$ cat config.mk
export PLATFORM = sky130hd
export DESIGN_NAME = seq_comparator
export DESIGN_NICKNAME = d
export VERILOG_FILES = /design/src/rtl/seq_comparator.sv
export SDC_FILE = /design/constraint.sdc
export NUM_CORES = 1
export LEC_CHECK = 0
export ABC_AREA = 1
export CAP_MARGIN = 10
export CORE_MARGIN = 2
export CORE_UTILIZATION = 52
export DETAILED_ROUTE_END_ITERATION = 7
export HOLD_SLACK_MARGIN = 0.08
export PLACE_DENSITY_LB_ADDON = 0.3
export REMOVE_ABC_BUFFERS = 1
export SETUP_SLACK_MARGIN = 0.3
export SLEW_MARGIN = 20
export SYNTH_ARGS = -nofsm -noshare
export SYNTH_HDL_FRONTEND = slang
export SYNTH_SLANG_ARGS = --single-unit
$ cat constraint.sdc
create_clock -name clk -period 4.9 [get_ports clk]
set_clock_uncertainty 0.2 [all_clocks]
set_input_delay 0.98 -clock clk [delete_from_list [all_inputs] [get_ports clk]]
set_output_delay 0.98 -clock clk [all_outputs]
set_load 0.02 [all_outputs]
$ cat src/rtl/seq_comparator.sv
// Multi-cycle magnitude comparator: walks the operands SLICE bits per clock,
// MSB slice first, exits early on the first unequal slice, else falls to the cascade inputs.
module seq_comparator #(
    parameter int unsigned WIDTH  = 16,
    parameter int unsigned SLICE  = 2,
    parameter int unsigned SIGNED = 0
) (
    input  logic             clk,
    input  logic             rst,
    input  logic             start,
    input  logic [WIDTH-1:0] a,
    input  logic [WIDTH-1:0] b,
    input  logic             Gt_I,
    input  logic             Eq_I,
    input  logic             Lt_I,
    output logic             busy,
    output logic             done,
    output logic             Gt,
    output logic             Eq,
    output logic             Lt
);

    localparam int unsigned NS = WIDTH / SLICE;
    localparam int unsigned KW = (NS > 1) ? $clog2(NS) : 1;
    localparam logic [KW-1:0] K_TOP = KW'(NS - 1);
    // Flipping the sign bit of both operands turns a two's-complement compare
    // into an unsigned one; only the top slice is affected.
    localparam logic [WIDTH-1:0] SIGN_FLIP = (SIGNED != 0) ? {1'b1, {(WIDTH-1){1'b0}}} : '0;

    typedef enum logic [0:0] {
        IDLE,
        RUN
    } state_t;

    state_t           state;
    state_t           state_n;
    logic [KW-1:0]    k;
    logic [KW-1:0]    k_n;
    logic [WIDTH-1:0] a_q;
    logic [WIDTH-1:0] b_q;
    logic [2:0]       cas_q;
    logic [SLICE-1:0] slice_a;
    logic [SLICE-1:0] slice_b;
    logic             load;
    logic             gt_n;
    logic             eq_n;
    logic             lt_n;
    logic             done_n;

    always_ff @(posedge clk) begin
        if (rst) begin
            state <= IDLE;
            k     <= '0;
            Gt    <= 1'b0;
            Eq    <= 1'b0;
            Lt    <= 1'b0;
            done  <= 1'b0;
        end else begin
            state <= state_n;
            k     <= k_n;
            Gt    <= gt_n;
            Eq    <= eq_n;
            Lt    <= lt_n;
            done  <= done_n;
        end
    end

    always_ff @(posedge clk) begin
        if (load) begin
            a_q   <= a ^ SIGN_FLIP;
            b_q   <= b ^ SIGN_FLIP;
            cas_q <= {Gt_I, Eq_I, Lt_I};
        end
    end

    always_comb begin
        state_n = state;
        k_n     = k;
        gt_n    = Gt;
        eq_n    = Eq;
        lt_n    = Lt;
        done_n  = 1'b0;
        load    = 1'b0;
        busy    = (state == RUN);
        slice_a = a_q[k*SLICE +: SLICE];
        slice_b = b_q[k*SLICE +: SLICE];

        case (state)
            IDLE: begin
                if (start) begin
                    load    = 1'b1;
                    k_n     = K_TOP;
                    state_n = RUN;
                end
            end
            RUN: begin
                if (slice_a != slice_b) begin
                    gt_n    = (slice_a > slice_b);
                    lt_n    = (slice_a < slice_b);
                    eq_n    = 1'b0;
                    done_n  = 1'b1;
                    state_n = IDLE;
                end else if (k != '0) begin
                    k_n = k - 1'b1;
                end else begin
                    // Priority-normalised cascade: Gt_I, then Lt_I, else equal.
                    casez (cas_q)
                        3'b1??: begin
                            gt_n = 1'b1;
                            eq_n = 1'b0;
                            lt_n = 1'b0;
                        end
                        3'b0?1: begin
                            gt_n = 1'b0;
                            eq_n = 1'b0;
                            lt_n = 1'b1;
                        end
                        default: begin
                            gt_n = 1'b0;
                            eq_n = 1'b1;
                            lt_n = 1'b0;
                        end
                    endcase
                    done_n  = 1'b1;
                    state_n = IDLE;
                end
            end
            default: state_n = IDLE;
        endcase
    end

endmodule

# [Yosys cells after proc, flatten, opt, wreduce, memory -nomap -nowiden]
# Index checks and enable logic that the tools add are counted.
[word_totals] latchBits=0 mem_count=0 inputBits=38 romBits=0 mem_bits_rw=0 wordCells=46 out_inout_bits=5 register_bits=43
[classes] order_cmp=2 mux=20 eq_ne=6 reduce_logical=5 multipliers=0 bitwise_logic=1 n_addsub=1 div_mod_pow=0 shifts=2
[ops] cell="16-bit by 5-bit indexed part select with 2-bit output" count=2
[ops] cell="1-bit 2-to-1 mux" count=15
[ops] cell="3-bit 2-to-1 mux" count=3
[ops] cell="2-bit != test (second input constant)" count=3
[ops] cell="3-bit case mux with 2 select lines" count=1
[ops] cell="2-bit OR reduction" count=2
[ops] cell="3-bit AND reduction" count=1
[ops] cell="3-bit nonzero test" count=1
[ops] cell="3-bit by 1-bit subtractor with 3-bit output (second input constant)" count=1
[ops] cell="2-bit by 1-bit == test with 1-bit output (second input constant)" count=1
[ops] cell="2-bit greater-than comparator" count=1
[ops] cell="2-bit < comparator" count=1
[ops] cell="2-bit by 1-bit != test with 1-bit output (second input constant)" count=1
[ops] cell="2-bit != test" count=1
[ops] cell="1-bit case mux with 2 select lines" count=1
[ops] cell="2-bit AND reduction" count=1
[ops] cell="1-bit inverter" count=1

# [Logic depth before layout (Yosys ltp)]
[logic_depth] word_depth=5 ltp_mapped=16 ltp_nobuf=14

# [Worst setup path after synthesis]
# Ideal clock, no wire load.
[synth_timing] path_kind="input -> register" startpoint="input start" endpoint="register a_q[0], enable pin" arrival_time_ps=2453 n_path_buf=0 required_ps=4274 path_slack_ps=1822 path_stages=2 path_cell_list="inv_1 > nor2_1"
[synth_between] elab_chain_cells=2
[synth_rtl] element="start: declaration" line_no="10" rtl="input logic start,"
[synth_rtl] element="1-bit 2-to-1 mux" line_no="90" rtl="if (start) begin"
[synth_rtl] element="1-bit 2-to-1 mux" line_no="88" rtl="case (state)"
[synth_rtl] element="named net load" line_no="44" rtl="logic load;"
[synth_rtl] element="end signal: assignment" line_no="70" rtl="a_q <= a ^ SIGN_FLIP;"
[synth_rtl] element="end: declaration" line_no="39" rtl="logic [WIDTH-1:0] a_q;"
# The timed path passes the listed nets, and every way through them passes these cells.
# A chain may end at the register's enable or synchronous reset.

# [Worst setup path after layout]
[layout_timing] startpoint="register state (netlist: busy)" endpoint="output busy"
[layout_lines] element="start: declaration" line_no="35" rtl="state_t state;"
[layout_lines] element="start signal: assignment" line_no="59" rtl="state <= state_n;"
[layout_lines] element="end: declaration" line_no="16" rtl="output logic busy,"
# No word-level cell between the ends.

==> flow_summary.ini <==
[logic_synthesis]
ys_warn_count = 0
synth_cells = 164
syn_avg_cell_area_sq_um = 10.94
synth_seq_cells = 42
ys_seq_area_share_pct = 65.83
synth_top_area_cell = edfxtp_1
synth_top_area_share_pct = 56.90
synth_area_leaders = edfxtp_1, dfxtp_1, nor2_1, nand2_1, o21ai_0
syn_area_sq_mm = 0.001794
synth_cell_types = 22

[floorplanning]
ios = 43
design.core.area_sq_mm = 0.003337
die_x_microns = 62.74
fp.dieArea_sq_mm = 0.003936
die_y_microns = 62.74
rows = 21
initial_core_util_pct = 53.77

[setup_path]
required_ns = 3.72
critPathBufInv = 1
cp_max_fo = 6
cp-start-kind = flip-flop
cp.arrival_ns = 1.51
critPathSlowestCell = clkdlybuf4s50_1
r2r_setup_slack_ns = 2.35
path_class = flip-flop to primary output
crit_chain = clkdlybuf4s50_1
critical_path.max_stage_delay_ns = 0.67
endpoint_kind = primary output
crit_family = buffers and inverters

[clock_network]
cts_setup_buffers = 0
ctsHoldBuffers = 0
htree_num_levels = 2
cts_tree = built
clock_sinks = 42
cts_root_buf = clkbuf_4
cts-resized-gates = 0
clk_pin_slew_worst_paths_ns = 0.12
clock_latency_ns = 0.35
cts_max_path_buffers = 2
cts_buffers = 5

[timing]
period_needed_ns = 2.694
setup_viol = 0
fin_setup_tns_ns = 0
slew_viol_final = 0
hold_violations = 0
rsz0062_at_grt = false
final.period_utilization_pct = 54.98
fmax_mhz = 371.2
tightest_slew_ns = 0.8230
relSlewSlack_pct = 45.07

[cells_and_area]
nNetsFinal = 251
diodes = 0
synthToLayoutAreaGrowth_pct = 27.13
final_core_util_pct = 68.35
drive_above_1_share_pct = 10.00
final.fill_count = 271

[job]
drv_cap = 0

[power_and_ir_drop]
vdd_ir_drop_max_mv = 0.2411
p_per_area_mw_per_mm2 = 494.6
power.leakage_uw = 0.0008937

[placement]
hpwl_mm = 2.383
port_buffers = 41
place.gp.congestion = 0.7656

[detailed_routing]
dr.pass1.iters = 4
drtIter0Drc = 42
wl_per_cell_microns = 12.43
ant_nets = 0
finalWirelength_mm = 3.181
drc = 0
num_vias = 1278
via_per_inst = 4.992

[outcome]
status = completed

[global_routing]
grt_pass1_wl_mm = 5.526
grt_pass1_vias = 1310
antenna_found_initial = 0
grt_max_degree = 21
grt.overflow.total = 0
grt_use_total_pct = 18.49

[hold_path]
min_path_type = flip-flop to flip-flop
## sequential cells by signal (all words and copies together), names as in the netlist
name and cells:
a_q 16, b_q 16, k 3, cas_q 2, Eq 1, Gt 1
Lt 1, busy 1, done 1
## cells in the mapped netlist, drive strengths merged
library cell / number
a21oi: 1
buf: 4
dfxtp: 8
edfxtp: 34
ha: 4
inv: 12
nand2: 27
nand3: 11
nor2: 43
o21ai: 18
or2: 1
xor2: 1
## layer usage
layer | vias up | share of wire (%) | GRT usage, %
li1 | 639 | - | -
met1 | 595 | 41 | 20.10
met2 | 39 | 53 | 34.01
met3 | 5 | 5.1 | 3.784
met4 | 0 | 1.6 | 9.167
met5 | - | 0 | 0
## where the power goes
part	switching [uW]	internal (uW)	leakage [uW]
logic	275	180	0.000472
registers	57.0	459	0.000393
clock network	104	54.0	0.0000297
total	436	693	0.000894
## cells by family after synthesis
kind of cell | after synthesis | synth area share (%)
simple gates | 82 | 20.29
flops | 42 | 65.83
compound gates | 19 | 5.509
buf+inv | 16 | 5.091
fa+ha+maj | 4 | 2.790
xor+xnor | 1 | 0.4882
## layout by cell type (no fill, tap or decap)
| cell | n |
|---|---|
| dfxtp_1 | 8 |
| or2_2 | 1 |
| nor2_2 | 3 |
| clkinv_2 | 1 |
| clkbuf_4 | 5 |
| nand3_2 | 1 |
| nand3_1 | 9 |
| nand3_4 | 1 |
| clkdlybuf4s50_1 | 41 |
| o21ai_1 | 2 |
| xor2_1 | 1 |
| edfxtp_1 | 34 |
| ha_1 | 4 |
| o21ai_0 | 16 |
| clkinv_1 | 1 |
| nand2_4 | 1 |
| nand2_1 | 25 |
| nor2_4 | 1 |
| a21oi_2 | 1 |
| inv_1 | 8 |
| clkbuf_1 | 1 |
| inv_2 | 2 |
| nand2_2 | 1 |
| buf_4 | 1 |
| nor2_1 | 39 |
| inv_4 | 2 |
## final timing paths
check	from	endpoint	cells after the start
setup / recovery	busy	busy	1
hold / removal	Gt	Gt	2
setup reg to reg	k[0]	Lt	12
hold reg to reg	Gt	Gt	2
## cell type report
cell class / instances / area (sq um) / area share [%]
Sequential cell: 42 / 1181 / 51.78
Clock inverter: 2 / 8.758 / 0.3840
Multi-Input combinational cell: 106 / 524.3 / 22.98
Clock buffer: 6 / 41.29 / 1.810
Tap cell: 46 / 57.56 / 2.523
Timing Repair Buffer: 42 / 417.9 / 18.32
Inverter: 12 / 50.05 / 2.194
## stage by stage
step | area [sq um] | total power [uW] | setup slack (ns) | hold slack (ns) | cells
6_report | 2281 | 1128 | 2.206 | 0.2810 | 256
5_1_grt | 2281 | 1224 | 2.109 | 0.3090 | 256
4_1_cts | 2281 | 1136 | 2.193 | 0.2838 | 256
3_5_place_dp | 2231 | 981.2 | 1.825 | 0.2642 | 248
3_3_place_gp | 2231 | 958.2 | 1.889 | 0.2571 | 248
2_1_floorplan | 1753 | 838.7 | 1.822 | 0.2966 | 160
(Power assumes the default switching activity.)
